$ cat config.mk
export PLATFORM = sky130hd
export DESIGN_NAME = ssi_encoder_emulator
export DESIGN_NICKNAME = d
export VERILOG_FILES = /design/src/rtl/ssi_encoder_emulator.sv
export SDC_FILE = /design/constraint.sdc
export NUM_CORES = 1
export LEC_CHECK = 0
export BUFFER_PORTS_ARGS = -buffer_cell sky130_fd_sc_hd__buf_2
export CORE_MARGIN = 1.5
export CORE_UTILIZATION = 53
export CTS_CLUSTER_DIAMETER = 150
export DETAILED_ROUTE_END_ITERATION = 7
export PLACE_DENSITY = 0.75
export SLEW_MARGIN = 20
export SYNTH_ARGS = -nofsm -noshare
export SYNTH_HDL_FRONTEND = slang
export SYNTH_SLANG_ARGS = --single-unit
$ cat constraint.sdc
create_clock -name clk_1MHz -period 2 [get_ports clk_1MHz]
set_clock_uncertainty 0.05 [all_clocks]
set_input_delay 0.5 -clock clk_1MHz [delete_from_list [all_inputs] [get_ports clk_1MHz]]
set_output_delay 0.5 -clock clk_1MHz [all_outputs]
set_load 0.1 [all_outputs]
$ cat src/rtl/ssi_encoder_emulator.sv
// SSI encoder emulator: serves a latched position word over an externally clocked
// SSI link (idle-high clock, active-low select), MSB first, then the monoflop trailer.
// Optional build macro SSI_GRAY_CODE_EN: latch the word Gray-coded instead of binary.
module ssi_encoder_emulator #(
    parameter int unsigned DATA_WIDTH      = 21,
    parameter int unsigned MONOFLOP_CYCLES = 20
) (
    input  logic                  clk_1MHz,
    input  logic                  resetn,
    input  logic [DATA_WIDTH-1:0] pos_in,
    input  logic                  pos_valid,
    input  logic                  ssi_clk,
    input  logic                  ssi_nsl,
    output logic                  ssi_data,
    output logic                  busy,
    output logic                  frame_done,
    output logic                  frame_abort
);

    localparam int unsigned CntW = $clog2(DATA_WIDTH + 1);
    localparam int unsigned TmrW = $clog2(MONOFLOP_CYCLES);
    localparam logic [CntW-1:0] BitLast = CntW'(DATA_WIDTH);
    localparam logic [TmrW-1:0] TmrLast = TmrW'(MONOFLOP_CYCLES - 1);

    typedef enum logic [1:0] {StIdle, StShift, StMono} state_e;

    state_e                state_q, state_d;
    logic [DATA_WIDTH-1:0] shadow_q;
    logic [DATA_WIDTH-1:0] shreg_q, shreg_d;
    logic [CntW-1:0]       bit_cnt_q, bit_cnt_d;
    logic [TmrW-1:0]       timer_q, timer_d;
    logic                  data_q, data_d;
    logic                  done_q, done_d;
    logic                  abort_q, abort_d;

    logic clk_s1, clk_s2, clk_s3;
    logic nsl_s1, nsl_s2;
    logic clk_rise, clk_fall, nsl_sync;
    logic [DATA_WIDTH-1:0] load_word;

    function automatic logic [DATA_WIDTH-1:0] encode(input logic [DATA_WIDTH-1:0] bin);
`ifdef SSI_GRAY_CODE_EN
        return bin ^ (bin >> 1);
`else
        return bin;
`endif
    endfunction

    // Synchronize the asynchronous SSI pins; reset to their idle (high) levels.
    always_ff @(posedge clk_1MHz) begin
        if (!resetn) begin
            clk_s1 <= 1'b1;
            clk_s2 <= 1'b1;
            clk_s3 <= 1'b1;
            nsl_s1 <= 1'b1;
            nsl_s2 <= 1'b1;
        end else begin
            clk_s1 <= ssi_clk;
            clk_s2 <= clk_s1;
            clk_s3 <= clk_s2;
            nsl_s1 <= ssi_nsl;
            nsl_s2 <= nsl_s1;
        end
    end

    assign clk_rise = clk_s2 & ~clk_s3;
    assign clk_fall = ~clk_s2 & clk_s3;
    assign nsl_sync = nsl_s2;

    // A pos_valid in the latch cycle takes effect on that same frame.
    assign load_word = pos_valid ? pos_in : shadow_q;

    // Shadow register tracks the latest position regardless of frame state.
    always_ff @(posedge clk_1MHz) begin
        if (!resetn) begin
            shadow_q <= '0;
        end else if (pos_valid) begin
            shadow_q <= pos_in;
        end
    end

    // Frame state and datapath registers.
    always_ff @(posedge clk_1MHz) begin
        if (!resetn) begin
            state_q   <= StIdle;
            shreg_q   <= '0;
            bit_cnt_q <= '0;
            timer_q   <= '0;
            data_q    <= 1'b1;
            done_q    <= 1'b0;
            abort_q   <= 1'b0;
        end else begin
            state_q   <= state_d;
            shreg_q   <= shreg_d;
            bit_cnt_q <= bit_cnt_d;
            timer_q   <= timer_d;
            data_q    <= data_d;
            done_q    <= done_d;
            abort_q   <= abort_d;
        end
    end

    // Next-state logic: frame latch, bit shifting, monoflop and timeout handling.
    always_comb begin
        state_d   = state_q;
        shreg_d   = shreg_q;
        bit_cnt_d = bit_cnt_q;
        timer_d   = timer_q;
        data_d    = data_q;
        done_d    = 1'b0;
        abort_d   = 1'b0;
        case (state_q)
            StIdle: begin
                data_d = 1'b1;
                if (clk_fall && !nsl_sync) begin
                    shreg_d   = encode(load_word);
                    bit_cnt_d = '0;
                    timer_d   = '0;
                    state_d   = StShift;
                end
            end
            StShift: begin
                if (nsl_sync) begin
                    state_d = StIdle;
                    data_d  = 1'b1;
                    abort_d = 1'b1;
                end else if (clk_fall && bit_cnt_q == BitLast) begin
                    data_d  = 1'b0;
                    timer_d = '0;
                    state_d = StMono;
                end else if (clk_rise) begin
                    data_d  = shreg_q[DATA_WIDTH-1];
                    shreg_d = shreg_q << 1;
                    timer_d = '0;
                    if (bit_cnt_q != BitLast) begin
                        bit_cnt_d = bit_cnt_q + CntW'(1);
                    end
                end else if (clk_fall) begin
                    timer_d = '0;
                end else if (timer_q == TmrLast) begin
                    // Master went silent mid-word.
                    state_d = StIdle;
                    data_d  = 1'b1;
                    abort_d = 1'b1;
                end else begin
                    timer_d = timer_q + TmrW'(1);
                end
            end
            StMono: begin
                data_d = 1'b0;
                if (nsl_sync) begin
                    state_d = StIdle;
                    data_d  = 1'b1;
                    done_d  = 1'b1;
                end else if (clk_rise || clk_fall) begin
                    // Extra clocks restart the monoflop and read zeros.
                    timer_d = '0;
                end else if (timer_q == TmrLast) begin
                    state_d = StIdle;
                    data_d  = 1'b1;
                    done_d  = 1'b1;
                end else begin
                    timer_d = timer_q + TmrW'(1);
                end
            end
            default: begin
                state_d = StIdle;
                data_d  = 1'b1;
            end
        endcase
    end

    assign ssi_data    = data_q;
    assign busy        = (state_q != StIdle);
    assign frame_done  = done_q;
    assign frame_abort = abort_q;

endmodule
* Word level (Yosys, flattened, before mapping)
Cells that the tools add are included.
** Word-level totals
- Word-level logic and storage cells :: 92
- Input bits :: 26
- Register bits after elaboration :: 62
** Cells by class
- Add/sub/neg operators :: 2
- Equality and inequality tests :: 16
- Mux-type cells :: 42
- Bitwise logic cells :: 4
- Reduce and logical (&&, ||, !) cells :: 15
** Operators with widths (number)
- $mux 21 :: 5
- $mux 5 :: 12
- $pmux 21 s2 :: 1
- $mux 2 :: 8
- $ne 5x5->1 const B :: 3
- $pmux 5 s3 :: 1
- $mux 1 :: 12
- $ne 2x2->1 const B :: 6
- $add 5x1->5 const B :: 2
- $eq 5x5->1 const B :: 2
- $pmux 5 s2 :: 1
- $ne 4x4->1 const B :: 2
- $reduce_and 4->1 :: 2
- $pmux 2 s3 :: 1
- $reduce_and 2->1 :: 3
- $reduce_and 6->1 :: 1
- $reduce_and 5->1 :: 1
- $reduce_bool 2->1 :: 2
- $ne 3x3->1 const B :: 1
- $reduce_bool 3->1 :: 1
- $and 1x1->1 :: 2
- $eq 2x1->1 const B :: 1
- $eq 2x2->1 const B :: 1
- $logic_and 1x1->1 :: 2
- other kinds (5) :: 6

* Depth between registers and ports, before layout
Gate-level depths: netlist (run 1).
- Word-level depth :: 7
- Depth in mapped cells :: 8

* Worst setup path before layout (run 1)
No wires, ideal clock.
- Kind :: reg2reg
- Start point :: register state_q[0]
- End point :: register shreg_q[10]
- Path buffers :: 2
- Arrival :: 1.881 ns
- Stages on the path, launching flop included :: 9
- Clock period less this slack :: 2.049 ns
- Setup slack :: -0.049 ns
- Cells stage by stage :: dfxtp_1 > inv_1 > ha_1 > buf_6 > inv_1 > or4_1 > buf_2 > nand3_1 > a21boi_1
** Between the ends
- Word-level cells in the longest chain between the ends :: 3
- Elaborated cells on any way between the ends :: 9
- Classes of those cells :: eq/ne (5); mux (1); reduce/logical (3)
** Ends and longest elaborated chain
- start, declared :: line 27 : state_e state_q, state_d;
- start signal, assigned :: line 85 : state_q <= StIdle;
- start signal, assigned :: line 93 : state_q <= state_d;
- $eq 2x1->1 or $logic_not 2->1 (tied branches) :: line 112 : case (state_q)
- $ne 2x2->1 (no source line) or $reduce_bool 2->1 (tied branches)
- $reduce_and 5->1 (no source line)
- end signal, assigned :: line 94 : shreg_q <= shreg_d;
- end, declared :: line 29 : logic [DATA_WIDTH-1:0] shreg_q, shreg_d;
Several ways; a longest one is shown, not always the timed one.
A chain may end at the register's enable or synchronous reset.

* Worst setup path after layout (run 1)
- Start point :: register state_q[0]
- End point :: register bit_cnt_q[3]
** Between the ends
- Word-level cells in the longest chain between the ends :: 3
- Elaborated cells on any way between the ends :: 10
- Classes of those cells :: eq/ne (6); mux (1); reduce/logical (3)
** Ends and longest elaborated chain
- $eq 2x1->1 or $logic_not 2->1 (tied branches) :: line 112
- $ne 2x2->1 (no source line) or $reduce_bool 2->1 (tied branches)
- $reduce_and 6->1 (no source line)
- end signal, assigned :: line 95 : bit_cnt_q <= bit_cnt_d;
- end, declared :: line 30 : logic [CntW-1:0] bit_cnt_q, bit_cnt_d;
Several ways; a longest one is shown, not always the timed one.

==> results of run 1 <==
## worst max path at each step
stage,startpoint,end,slack (ps),cells after the start
6_report,state_q[0]$_SDFFE_PN0P_,bit_cnt_q[3]$_SDFFE_PN0P_,100,6
5_1_grt,state_q[0]$_SDFFE_PN0P_,bit_cnt_q[3]$_SDFFE_PN0P_,7,6
4_1_cts,state_q[0]$_SDFFE_PN0P_,bit_cnt_q[3]$_SDFFE_PN0P_,20,6
3_5_place_dp,state_q[0]$_SDFFE_PN0P_,timer_q[0]$_SDFFE_PN0P_,-10,6
3_3_place_gp,state_q[0]$_SDFFE_PN0P_,bit_cnt_q[4]$_SDFFE_PN0P_,50,6
2_1_floorplan,state_q[0]$_SDFFE_PN0P_,shreg_q[10]$_SDFFE_PN0P_,-50,8
## kinds of logic after synthesis
logic type | count (synthesis)
DFF | 62
AOI/OAI and AO/OA | 97
and+or+nand+nor | 123
adders and majority gates | 9
muxes | 24
buffers and inverters | 36
## per-stage QoR
stage	setup WS [ps]	utilization	total power [mW]	area [µm²]	hold WS [ps]
after floorplan	-49.3	-	1.69	3080	336
after global placement	46.0	0.616	1.83	3410	341
after detailed placement	-14.4	0.616	1.84	3410	343
after CTS	24.5	0.654	2.94	3620	288
after global routing	6.67	0.655	3.05	3630	290
final	98.3	0.655	2.92	3630	298
## synth_stat cells (2+ instances only)
cell	count	area share
ha_1	9	0.037
o2111a_1	2	0.0073
o211ai_1	3	0.0073
mux2i_1	24	0.078
o32ai_1	3	0.0085
nand4b_1	2	0.0057
nor3_1	2	0.0032
or4_1	3	0.0073
o21ai_1	24	0.039
inv_1	8	0.0097
clkbuf_1	20	0.024
and3b_1	2	0.0057
a21boi_1	22	0.054
o31ai_1	3	0.0073
nand3b_1	4	0.0097
nand2_1	32	0.039
a32o_1	3	0.0097
nor2_1	6	0.0073
o21a_1	2	0.0049
a21oi_1	4	0.0065
and3_1	5	0.010
nand2b_1	7	0.014
o21ai_0	20	0.032
dfxtp_1	62	0.40
buf_2	6	0.0097
nor2b_1	23	0.047
nand3_1	24	0.039
a41oi_1	2	0.0057
## metal layers
layer | up-vias | global-route usage | share of wire
li1 | 1322 | - | -
met4 | 0 | 0.107 | 0.023
met2 | 56 | 0.329 | 0.46
met1 | 1187 | 0.284 | 0.47
met3 | 13 | 0.0506 | 0.042
met5 | - | 0 | 0
## timing repair
item                                    CTS  global route
endpoints found under the setup margin    6             7
pin swaps                                 0             1
resized for setup                         2             2
## report_power, final
| part | leakage (nW) | internal, mW | switching (mW) |
|---|---|---|---|
| clock network | 0.102 | 0.637 | 0.458 |
| logic | 0.855 | 0.220 | 0.308 |
| registers | 0.505 | 1.28 | 0.0187 |
## worst reg2reg max path, stage by stage, from the launching register on
cell and delay, ps:
dfxtp_2 360, inv_1 70, ha_2 220, nor2b_4 140, or3_4 380, or4_1 470
a21boi_1 140
## cell type report
type / count / area [µm²]
timing repair buffer: 49 / 360
tap: 72 / 90.1
sequential: 62 / 1240
clock inverter: 3 / 43.8
inverter: 9 / 33.8
multi-input combinational: 253 / 1700
clock buffer: 12 / 155
fill: 462 / 1910
## registers in the layout (all words and copies together), names as in the netlist, 2 cells and up
signal,count
shadow_q,21
bit_cnt_q,5
timer_q,5
shreg_q,21
state_q,2
==> results.sh, run 1 <==
export IMPL_layout_cells_non_filler=460
export IMPL_routed_wl_um=6290
export IMPL_post_synth_fa_ha_maj_area_fraction=0.0366
export IMPL_rr_worst_depth=6
export IMPL_worst_setup_path_end_kind="register"
export IMPL_min_to="clk_s1$_SDFF_PN1_"
export IMPL_final_hold_viol_count=0
export IMPL_clk_latency_ps=330
export IMPL_worst_hold_startpoint="ssi_clk"
export IMPL_gpl_final_weighted_congestion=0.880
export IMPL_drt_iter0_markers=157
export IMPL_cp_max_fo=8
export IMPL_htree_num_levels=3
export IMPL_firstDrtPassIters=5
export IMPL_drt_wirelength_per_cell_um=13.7
export IMPL_synth_edf_count=0
export IMPL_drv_max_cap_violation_count=0
export IMPL_initial_antenna_violation_count=0
export IMPL_slew_headroom=0.676
export IMPL_layout_cells_most_common="dfxtp_1"
export IMPL_synth_yosys_seq_area_share=0.403
export IMPL_cts_path_max_buffers=2
export IMPL_whs_path_depth=2
export IMPL_final_max_slew_violation_count=0
export IMPL_crit_path_start_kind="register"
export IMPL_compound_cell_area_share_of_the_yosys_netlist=0.208
export IMPL_fin_crit_sh=0.951
export IMPL_starting_density=0.556
export IMPL_numClockSinks=62
export IMPL_place_detailed_hpwl_um=4340
export IMPL_yosys_cell_types_count=52
export IMPL_layout_common_cells="dfxtp_1, nand2_1, buf_2"
export IMPL_first_pass_grt_wire_length_um=10600
export IMPL_postSynthRegisterBits=62
export IMPL_synthToLayoutAreaGrowth_pct=17.8
export IMPL_synthXorXnorAreaFrac=0
export IMPL_grt_max_degree=41
export IMPL_drcViolationCount=0
export IMPL_critical_path_slowest_cell="or4_1"
export IMPL_critical_path_max_stage_delay_ps=470
export IMPL_crit_chain="inv_1 -> ha_2 -> nor2b_4 -> or3_4 -> or4_1 -> a21boi_1"
export IMPL_floorplan_die_width_um=79.2
export IMPL_chipHeight_um=79.2
export IMPL_cts_hold_buffers=0
export IMPL_ir_worst_vdd_mv=0.527
export IMPL_worst_slew_pin_transition_ps=490
export IMPL_rr_startpoint="state_q[0]$_SDFFE_PN0P_"
export IMPL_cp_num_buf_inv=1
export IMPL_number_of_placement_rows=27
export IMPL_ant_nets=0
export IMPL_multiplexer_share_of_the_synthesized_area=0.0780
export IMPL_static_leakage_power_nw=1.46
export IMPL_route_detailed_vias_per_inst=5.60
export IMPL_io_count=30
export IMPL_insertedDiodeCount=0
export IMPL_cp_data_arrival_time_ps=2120
export IMPL_grt_overflow_total=0
export IMPL_numPlacedInstances=445
export IMPL_crit_required_ps=2210
export IMPL_timing_setup_critical_path_class="register to register"
export IMPL_setup_tns_final_ps=0
export IMPL_drive_gt1_frac=0.186
export IMPL_maximum_achievable_frequency_mhz=526
export IMPL_die_area_mm2=0.00628
export IMPL_rsz0062_at_grt="no"
export IMPL_cts_tree="built"
export IMPL_globalRouteTotalUtil=0.215
export IMPL_cts_inserted_buffers=9
export IMPL_synth_simple_gate_area_frac=0.226
export IMPL_synthArstFlopShare=0
export IMPL_cts_root_buf="clkbuf_8"
export IMPL_path_clk_slew_ps=60
export IMPL_num_vias=2578
export IMPL_synth_yosys_warnings=0
export IMPL_power_density_cell_area_mw_per_mm2=804
export IMPL_placement_io_buffers=29
export IMPL_number_of_global_route_vias_before_repair=2321
export IMPL_crit_family="simple AND/OR/NAND/NOR gates"
export IMPL_core_area_mm2=0.00554
export IMPL_synthFlopType="dfxtp_1"
export IMPL_holdCritPathClass="input pin to register"
export IMPL_status="completed"
export IMPL_synth_top_family_by_area="simple AND/OR/NAND/NOR gates"
export IMPL_min_period_ps=1900
export IMPL_timing_rr_end="bit_cnt_q[3]$_SDFFE_PN0P_"
export IMPL_mappedNetlistArea_mm2=0.00308
export IMPL_setup_viol_count_final=0
export IMPL_post_cts_setup_buffer_count=0
export IMPL_reg2reg_setup_slack_ps=100
export IMPL_net_count_synth=386
export IMPL_post_synth_cell_area_avg_um2=8.78
export IMPL_finalNetCount=419
export IMPL_postSynthCellCount=351
No activity file was read; power rests on OpenSTA's default activity.
==> run 2, diff against run 1 <==
- CORE_UTILIZATION: 53 -> 31
- PLACE_DENSITY: 0.75 -> 0.49
==> run 2 against run 1 <==
- first-iteration DRC count is 27% lower
- die area is 68% higher
- combinational power hardly changed
- total power is 3.8% higher
- worst hold slack worse by 11 ps
- sequential power hardly changed
- non-clock buffer count is 1 lower
- utilization is 27 points lower
- via count is 1.3% lower
- fmax is 2.2% lower
- routed wire length is 6.9% higher
- setup slack worse by 44 ps
- critical endpoint is now busy
- largest power group unchanged
- highest routed layer unchanged
==> results.sh, run 2 (same netlist as run 1, synthesis figures left out) <==
export IMPL_crit_path_start_kind="register"
export IMPL_clk_latency_ps=350
export IMPL_static_leakage_power_nw=1.45
export IMPL_worst_setup_path_end_kind="output port"
export IMPL_num_vias=2544
export IMPL_slew_headroom=0.680
export IMPL_numClockSinks=62
export IMPL_drcViolationCount=0
export IMPL_rsz0062_at_grt="yes"
export IMPL_dp_worst_setup_slack_ps=-2.26
export IMPL_cts_path_max_buffers=2
export IMPL_grt_max_degree=43
export IMPL_place_detailed_hpwl_um=4560
export IMPL_crit_required_ps=1450
export IMPL_gpl_final_weighted_congestion=0.806
export IMPL_worst_slack_ps=54.7
export IMPL_grt_overflow_total=0
export IMPL_power_density_cell_area_mw_per_mm2=817
export IMPL_ir_worst_vdd_mv=0.413
export IMPL_fin_worst_hold_slack_ps=287
export IMPL_numPlacedInstances=505
export IMPL_layout_cells_non_filler=521
export IMPL_cp_data_arrival_time_ps=1400
export IMPL_path_clk_slew_ps=70
export IMPL_chipHeight_um=103
export IMPL_firstDrtPassIters=4
export IMPL_globalRouteTotalUtil=0.141
export IMPL_route_detailed_vias_per_inst=4.88
export IMPL_htree_num_levels=3
export IMPL_cp_max_fo=5
export IMPL_placement_io_buffers=29
export IMPL_first_pass_grt_wire_length_um=11600
export IMPL_number_of_global_route_vias_before_repair=2449
export IMPL_number_of_placement_rows=36
export IMPL_final_hold_viol_count=0
export IMPL_drt_wirelength_per_cell_um=12.9
export IMPL_timing_setup_critical_path_class="register to output port"
export IMPL_layout_common_cells="dfxtp_1, nand2_1, buf_2, mux2i_1, o21ai_1"
export IMPL_cts_tree="built"
export IMPL_die_area_mm2=0.0105
export IMPL_final_max_slew_violation_count=0
export IMPL_synthToLayoutAreaGrowth_pct=20.4
export IMPL_cts_hold_buffers=0
export IMPL_layout_cells_most_common="dfxtp_1"
export IMPL_area_after_detailed_placement_mm2=0.00346
export IMPL_io_count=30
export IMPL_core_area_mm2=0.00968
export IMPL_setup_tns_final_ps=0
export IMPL_fillers=1024
export IMPL_cts_inserted_buffers=9
export IMPL_setup_viol_count_final=0
export IMPL_drv_max_cap_violation_count=0
export IMPL_initial_antenna_violation_count=0
export IMPL_fin_crit_sh=0.973
export IMPL_status="completed"
export IMPL_drive_gt1_frac=0.196
export IMPL_floorplan_die_width_um=103
export IMPL_ant_nets=0
export IMPL_insertedDiodeCount=0
export IMPL_cts_root_buf="clkbuf_8"
export IMPL_top_regs="shadow_q x21, shreg_q x21"
export IMPL_drt_iter0_markers=115
export IMPL_holdCritPathClass="input pin to register"
export IMPL_starting_density=0.318
export IMPL_routed_wl_um=6720
export IMPL_worst_slew_pin_transition_ps=483
export IMPL_min_period_ps=1950
export IMPL_finalNetCount=418
export IMPL_fin_area_mm2=0.00371
export IMPL_maximum_achievable_frequency_mhz=514
## run 2: worst max-delay path, stage by stage, from the launching register on
cell and delay, ps:
dfxtp_4 370, inv_1 60, ha_2 210, buf_4 140, inv_2 80, buf_12 180
## run 2: repair_timing
action | CTS | global route
setup buffers | 0 | 0
hold endpoints to repair | 0 | 0
setup endpoints to repair | 3 | 6
pin swaps | 0 | 1
gates resized for setup | 3 | 6
## run 2: where the power goes
part,switching [mW],internal (mW)
registers,0.0184,1.28
clock network,0.505,0.699
logic,0.314,0.216
## run 2: final timing paths
check                           from                   endpoint  slack [ps]  depth (start not counted)
max          state_q[0]$_SDFFE_PN0P_                       busy          50                          5
min                          ssi_nsl          nsl_s1$_SDFF_PN1_         290                          2
max reg2reg  state_q[0]$_SDFFE_PN0P_  bit_cnt_q[3]$_SDFFE_PN0P_         110                          6
min reg2reg        nsl_s1$_SDFF_PN1_          nsl_s2$_SDFF_PN1_         360                          1
## run 2: layer usage
layer  vias to the layer above  global-route usage  wire length [µm]
li1                       1312                   -                 -
met1                      1187               0.178              3270
met2                        37               0.227              3090
met3                         8              0.0434               272
met4                         0              0.0474                87
met5                         -                   0                 0
## run 2: area by class of cell
class	count	area, µm²	share of cell area
clock buffer	10	128	0.0344
clock inverter	6	86.3	0.0233
inverter	9	33.8	0.00911
multi-input combinational	253	1720	0.464
sequential	62	1240	0.336
tap	133	166	0.0449
timing repair buffer	48	328	0.0884
## run 2: per-stage QoR
step                power [mW]   util
finish                    3.03  0.383
global route              3.19  0.383
CTS                       3.07  0.380
detailed placement        1.84  0.357
global placement          1.84  0.357
floorplan                 1.69      -
